**src/rtl/seven_seg_pkg.sv**
```systemverilog
// Shared types and constants for the seven-segment scan controller.
// Latency: n/a (declarations only).
// Backpressure: n/a.
package seven_seg_pkg;

  // Scan FSM: IDLE (display off), BLANK (inter-digit guard), SHOW (digit lit).
  typedef enum logic [1:0] {
    IDLE  = 2'd0,
    BLANK = 2'd1,
    SHOW  = 2'd2
  } scan_state_e;

  // Segment order is {a,b,c,d,e,f,g}; 1 = segment lit.
  localparam logic [6:0] SEG_BLANK = 7'b0000000;
  localparam logic [6:0] SEG_0     = 7'b1111110;
  localparam logic [6:0] SEG_1     = 7'b0110000;
  localparam logic [6:0] SEG_2     = 7'b1101101;
  localparam logic [6:0] SEG_3     = 7'b1111001;
  localparam logic [6:0] SEG_4     = 7'b0110011;
  localparam logic [6:0] SEG_5     = 7'b1011011;
  localparam logic [6:0] SEG_6     = 7'b1011111;
  localparam logic [6:0] SEG_7     = 7'b1110000;
  localparam logic [6:0] SEG_8     = 7'b1111111;
  localparam logic [6:0] SEG_9     = 7'b1111011;

endpackage

```
**src/rtl/seven_seg_dec.sv**
```systemverilog
// BCD to {a..g} segment decoder; codes 10..15 render as all-off.
// Latency: purely combinational.
// Backpressure: none.
module seven_seg_dec
  import seven_seg_pkg::*;
(
  input  logic [3:0] bcd,
  output logic [6:0] seg
);

  // Table lookup of the segment pattern for one BCD digit.
  always_comb begin
    seg = SEG_BLANK;
    case (bcd)
      4'd0:    seg = SEG_0;
      4'd1:    seg = SEG_1;
      4'd2:    seg = SEG_2;
      4'd3:    seg = SEG_3;
      4'd4:    seg = SEG_4;
      4'd5:    seg = SEG_5;
      4'd6:    seg = SEG_6;
      4'd7:    seg = SEG_7;
      4'd8:    seg = SEG_8;
      4'd9:    seg = SEG_9;
      default: seg = SEG_BLANK;
    endcase
  end

endmodule

```
**src/rtl/seven_seg_scan.sv**
```systemverilog
// Multiplexed 7-segment scanner with shadow/active digit banks committed per frame.
// Latency: wr_ack one cycle after wr_en; seg/dig_sel registered, both move on the same edge.
// Backpressure: none; a write is accepted every cycle, out-of-range addresses are dropped.
module seven_seg_scan
  import seven_seg_pkg::*;
#(
  parameter int NUM_DIGITS   = 4,
  parameter int PRESCALE     = 1000,
  parameter int BLANK_CYCLES = 2
) (
  input  logic                  clock,
  input  logic                  reset,
  input  logic                  enable,
  input  logic                  blank_lz,
  input  logic                  wr_en,
  input  logic [2:0]            wr_addr,
  input  logic [3:0]            wr_data,
  output logic                  wr_ack,
  output logic [6:0]            seg,
  output logic [NUM_DIGITS-1:0] dig_sel,
  output logic                  frame_tick
);

  localparam int IDXW    = (NUM_DIGITS > 1) ? $clog2(NUM_DIGITS) : 1;
  localparam int CNT_MAX = (PRESCALE > BLANK_CYCLES) ? PRESCALE : BLANK_CYCLES;
  localparam int CNTW    = $clog2(CNT_MAX + 1);

  localparam logic [CNTW-1:0]       SHOW_LAST  = CNTW'(PRESCALE - 1);
  localparam logic [CNTW-1:0]       BLANK_LAST = CNTW'((BLANK_CYCLES > 0) ? BLANK_CYCLES - 1 : 0);
  localparam logic [IDXW-1:0]       IDX_LAST   = IDXW'(NUM_DIGITS - 1);
  localparam logic [NUM_DIGITS-1:0] SEL_ONE    = NUM_DIGITS'(1);
  // With no guard configured, every digit boundary goes straight to the next SHOW.
  localparam scan_state_e           NEXT_SEG   = (BLANK_CYCLES > 0) ? BLANK : SHOW;

  scan_state_e                     state_q, state_d;
  logic [IDXW-1:0]                 idx_q, idx_d;
  logic [CNTW-1:0]                 cnt_q, cnt_d;
  logic [NUM_DIGITS-1:0][3:0]      shadow_q, shadow_d;
  logic [NUM_DIGITS-1:0][3:0]      active_q, active_d;
  logic [6:0]                      seg_q, seg_d;
  logic [NUM_DIGITS-1:0]           dig_sel_q, dig_sel_d;
  logic                            wr_ack_q, wr_ack_d;
  logic                            frame_tick_q, frame_tick_d;

  logic                            commit;
  logic [3:0]                      cur_bcd;
  logic                            cur_zero_up;
  logic                            zero_run;
  logic                            suppress;
  logic [6:0]                      dec_seg;

  // Host write port: update the shadow bank and acknowledge in-range addresses.
  always_comb begin
    shadow_d = shadow_q;
    wr_ack_d = 1'b0;
    for (int i = 0; i < NUM_DIGITS; i++) begin
      if (wr_en && (wr_addr == 3'(i))) begin
        shadow_d[i] = wr_data;
        wr_ack_d    = 1'b1;
      end
    end
  end

  // Scan FSM next-state: guard/show timing, digit advance and frame commit.
  always_comb begin
    state_d      = state_q;
    idx_d        = idx_q;
    cnt_d        = cnt_q + CNTW'(1);
    commit       = 1'b0;
    frame_tick_d = 1'b0;
    case (state_q)
      IDLE: begin
        cnt_d = '0;
        idx_d = '0;
        if (enable) begin
          state_d = NEXT_SEG;
        end
      end
      BLANK: begin
        if (cnt_q == BLANK_LAST) begin
          state_d = SHOW;
          cnt_d   = '0;
        end
      end
      SHOW: begin
        if (cnt_q == SHOW_LAST) begin
          state_d = NEXT_SEG;
          cnt_d   = '0;
          if (idx_q == IDX_LAST) begin
            idx_d        = '0;
            commit       = 1'b1;
            frame_tick_d = 1'b1;
          end else begin
            idx_d = idx_q + IDXW'(1);
          end
        end
      end
      default: begin
        state_d = IDLE;
        cnt_d   = '0;
        idx_d   = '0;
      end
    endcase
    // Dropping enable aborts the frame without committing.
    if (!enable) begin
      state_d      = IDLE;
      idx_d        = '0;
      cnt_d        = '0;
      commit       = 1'b0;
      frame_tick_d = 1'b0;
    end
  end

  // Active bank tracks the shadow while idle and at each commit; the post-write
  // shadow is used so a write landing on the commit edge is included.
  always_comb begin
    active_d = active_q;
    if ((state_q == IDLE) || commit) begin
      active_d = shadow_d;
    end
  end

  // Select the next digit to display and whether it and all higher digits are zero.
  always_comb begin
    cur_bcd     = 4'd0;
    cur_zero_up = 1'b0;
    zero_run    = 1'b1;
    for (int i = NUM_DIGITS - 1; i >= 0; i--) begin
      zero_run = zero_run && (active_d[i] == 4'd0);
      if (idx_d == IDXW'(i)) begin
        cur_bcd     = active_d[i];
        cur_zero_up = zero_run;
      end
    end
  end

  assign suppress = blank_lz && (idx_d != '0) && cur_zero_up;

  seven_seg_dec u_dec (
    .bcd (cur_bcd),
    .seg (dec_seg)
  );

  // Output pattern for the coming cycle, derived from next state so seg and dig_sel align.
  always_comb begin
    seg_d     = SEG_BLANK;
    dig_sel_d = '0;
    if (state_d == SHOW) begin
      dig_sel_d = SEL_ONE << idx_d;
      if (!suppress) begin
        seg_d = dec_seg;
      end
    end
  end

  // State, register banks and registered outputs.
  always_ff @(posedge clock) begin
    if (!reset) begin
      state_q      <= IDLE;
      idx_q        <= '0;
      cnt_q        <= '0;
      shadow_q     <= '0;
      active_q     <= '0;
      seg_q        <= SEG_BLANK;
      dig_sel_q    <= '0;
      wr_ack_q     <= 1'b0;
      frame_tick_q <= 1'b0;
    end else begin
      state_q      <= state_d;
      idx_q        <= idx_d;
      cnt_q        <= cnt_d;
      shadow_q     <= shadow_d;
      active_q     <= active_d;
      seg_q        <= seg_d;
      dig_sel_q    <= dig_sel_d;
      wr_ack_q     <= wr_ack_d;
      frame_tick_q <= frame_tick_d;
    end
  end

  assign seg        = seg_q;
  assign dig_sel    = dig_sel_q;
  assign wr_ack     = wr_ack_q;
  assign frame_tick = frame_tick_q;

endmodule

```
**config.mk**
```make
export PLATFORM = sky130hd
export DESIGN_NAME = seven_seg_scan
export DESIGN_NICKNAME = d
export VERILOG_FILES = /design/src/rtl/seven_seg_pkg.sv /design/src/rtl/seven_seg_dec.sv /design/src/rtl/seven_seg_scan.sv
export SDC_FILE = /design/constraint.sdc
export NUM_CORES = 1
export LEC_CHECK = 0
export BUFFER_PORTS_ARGS = -buffer_cell sky130_fd_sc_hd__clkbuf_2
export CAP_MARGIN = 25
export CORE_AREA = 5 5 133 104
export DETAILED_ROUTE_END_ITERATION = 8
export DIE_AREA = 0 0 138 109
export GPL_ROUTABILITY_DRIVEN = 0
export GPL_TIMING_DRIVEN = 0
export MAX_ROUTING_LAYER = met4
export PLACE_DENSITY_LB_ADDON = 0.25
export SLEW_MARGIN = 20
export SYNTH_ARGS = -nofsm -noshare
export SYNTH_HDL_FRONTEND = slang
export SYNTH_SLANG_ARGS = --single-unit
```
**constraint.sdc**
```tcl
create_clock -name clock -period 4.5 [get_ports clock]
set_input_delay 0.9 -clock clock [delete_from_list [all_inputs] [get_ports clock]]
set_output_delay 0.9 -clock clock [all_outputs]
set_load 0.05 [all_outputs]
```
==> run_results.csv <==
group,metric,value,unit
power_and_ir_drop,p_leak,1.412,nW
synthesis,synthMuxAreaShare,13.60,%
synthesis,synth-compound-area-share,11.49,%
clocking,clock-root-buffer,"clkbuf_16",
detailed_routing,ant_nets,0,
clocking,cts.htree.levels,3,
synthesis,yosys_warnings,0,
timing,whs,489.0,ps
critical_path,cp_max_fo,10,
clocking,cts_hold_buffers,0,
critical_path,crit_end,"seg[6]",
detailed_routing,wl_per_cell,14.44,µm
floorplan,design.core.area,12520,µm²
global_route,grt_first_pass_wirelength,12320,µm
synthesis,ys_async_sr_fraction,0,%
detailed_routing,drt_wl_total,7466,µm
critical_path,crit_arrival,3790,ps
synthesis,synth_area,3017,µm²
timing,setup_viol,0,
hold_path,min_path_type,"reg2reg",
critical_path,worstPathRequired,4740,ps
synthesis,seq_area_frac_synth,39.15,%
timing,clock_skew,4.674,ps
critical_path,cp_slowest_cell,"or3_1",
critical_path,cp_common_cell,"ha_1",
synthesis,syn_inst,307,
floorplan,die_y,109,µm
finish,fill_cells,1356,
detailed_routing,drtPass1Iterations,4,
timing,slew_headroom,60.15,%
placement,pre_cts_ws,752.3,ps
critical_path,r2r_slack,950,ps
critical_path,startpoint,"cnt_q[0]",
power_and_ir_drop,ir_drop,0.1795,mV
power_and_ir_drop,p_per_area,343.7,nW/µm²
timing,grt_setup_unrepaired,"no",
critical_path,critical_path_class,"reg2reg",
global_route,grt_max_degree,11,
clocking,post_cts_buffers,0,
synthesis,synthesis.nets,332,
critical_path,cp-end-kind,"flip-flop",
synthesis,avgSynthCellArea,9.826,µm²
critical_path,worstReg2RegStart,"cnt_q[0]",
critical_path,rr_worst_depth,12,
finish,antenna_cells,0,
synthesis,synth-xor-area-share,2.613,%
synthesis,synth_adder_area_share,5.392,%
clocking,cts_sinks,59,
clocking,cts_buffers,9,
clocking,clk_latency,330,ps
synthesis,ys_seq_elements,59,
clocking,cts_buffer_depth,2,
detailed_routing,drtIter0Drc,135,
global_route,antenna_found_initial,0,
critical_path,path_buf_inv,3,
placement,dp_hpwl,5461,µm
critical_path,critPathLaunchType,"flip-flop",
timing,timing.final.ws_setup,949.8,ps
detailed_routing,via_count,2280,
timing,clock.fmax,0.2817,GHz
clocking,cts_tree,"done",
job,max_cap_violations,0,
clocking,cts_resized,0,
critical_path,worstPathCellList,"ha_1 -> nand4_2 -> o41ai_4 -> buf_6 -> buf_8 -> buf_2 -> o211ai_1 -> and3_1 -> or3_1 -> ha_1 -> mux2_2 -> a211oi_1",
critical_path,cpPeakStageDelay,460,ps
global_route,grt_usage,10.82,%
synthesis,synth_simple_gate_area_share,22.48,%
timing,hold_viol_final,0,
timing,period_minus_slack,3550,ps
finish,layout.nets,367,
synthesis,synth_enable_flop_cells,0,
floorplan,ios,25,
global_route,grt_pass1_vias,2285,
synthesis,ys.flop_type,"dfxtp_1",
hold_path,hold_start,"cnt_q[0]",
run_status,status,"finished, final reports clean",
floorplan,die_area,15040,µm²
timing,slew_violations,0,
synthesis,synth_top_family_by_area,"simple AND/OR/NAND/NOR gates",
timing,setup_tns,0,ps
clocking,clk_transition_reported_paths,50,ps
floorplan,initial_core_util,24.09,%
floorplan,die_width,138,µm
critical_path,r2r_end,"seg[6]",
critical_path,critPathTopFamily,"simple AND/OR/NAND/NOR gates",
critical_path,path_depth,12,
synthesis,ys_types,65,
timing,worst_pin_slew,596.2,ps
finish,drive_gt1_share,21.68,%
placement,portBuffers,24,
finish,multi_input_area,1677,µm²
floorplan,fp-row-count,36,
global_route,overflow,0,
detailed_routing,drt-vias-per-instance,4.410,
finish,area_delta_synth_final,19.74,%
power_and_ir_drop,total_power,0.001241,W
timing,min_period_over_period,78.89,%
detailed_routing,drc,0,
finish,seq_area,1181,µm²
## flip-flops by register name, summed over array words and instances, names as in the netlist
signal / flops
frame_tick: 1
cnt_q: 10
state_q: 2
idx_q: 2
wr_ack: 1
dig_sel: 4
active_q: 16
seg: 7
shadow_q: 16
## worst min-delay path by stage
| stage | to | slack, ps | cells past startpoint |
|---|---|---|---|
| 2_1_floorplan | cnt_q[0] | 450 | 1 |
| 3_3_place_gp | cnt_q[0] | 460 | 1 |
| 3_5_place_dp | cnt_q[0] | 490 | 1 |
| 4_1_cts | cnt_q[0] | 490 | 1 |
| 5_1_grt | shadow_q[1] | 540 | 2 |
| 6_report | cnt_q[0] | 490 | 1 |
## power breakdown
group	internal (W)	switching, W	total [W]
clock network	0.000381	0.000228	0.000609
registers	0.000532	0.00000414	0.000536
logic	0.0000386	0.0000578	0.0000964
## stage by stage
stage,util (%),instance area (µm²),std cells
6_report,28.85,3612,517
5_1_grt,28.85,3612,517
4_1_cts,28.85,3612,517
3_5_place_dp,26.76,3351,502
3_3_place_gp,26.76,3351,502
2_1_floorplan,-,3017,307
## cell type report
| cell class | instances | area share, % |
|---|---|---|
| clock buffers | 12 | 6.824 |
| multi-input cells | 217 | 46.42 |
| flip-flops and latches | 59 | 32.70 |
| repair buffers | 24 | 3.325 |
| plain buffers | 13 | 2.529 |
| clock inverters | 3 | 0.4157 |
| inverters | 18 | 1.870 |
| well taps | 171 | 5.923 |
## cells by family after synthesis
logic type,count (synthesis)
buffers and inverters,31
xor gates and xnor gates,9
AOI/OAI and AO/OA,37
muxes,38
DFF,59
and+or+nand+nor,120
adders and majority gates,13
## layout by cell type (no fill, tap or decap), types with 8 or more instances in the layout
cell type,count
and2_1,11
clkbuf_1,8
clkbuf_16,9
clkbuf_2,24
dfxtp_1,59
ha_1,13
inv_1,17
mux2_2,11
mux2i_1,25
nand2_1,10
nand3_1,9
nor2_1,47
nor3_1,9
## Yosys cell counts (2+ instances only)
cell type  number  area [µm²]
nor4b_1         2       17.52
nand3b_1        3       22.52
a21oi_2         2       17.52
xnor2_1         4       35.03
a211oi_1        4       30.03
mux2i_1        25       250.2
xor2_1          5       43.79
nor2_1         47       176.4
clkbuf_1        6       22.52
nor4bb_1        2       20.02
and3_1          2       12.51
a311oi_1        2       17.52
o211ai_1        3       22.52
a21oi_1         4       20.02
and4_1          2       17.52
nand3_1         9       45.04
nor4_1          5       31.28
or3_1           2       12.51
buf_4           2       15.01
nand2_1        10       37.54
ha_1           13       162.7
mux2_2         11       123.9
inv_1          17       63.81
and2_1         11       68.82
nor3_1          9       45.04
dfxtp_1        59        1181
buf_6           3       33.78
nand4b_1        3       26.28
a31oi_1         4       25.02
## per-layer routing
metal,part of all wire (%),global-route usage [%]
met5,0,-
met4,0.55,3.385
met3,4.1,3.244
met2,39,13.75
met1,57,15.98
Power figures use the tool's default switching activity.
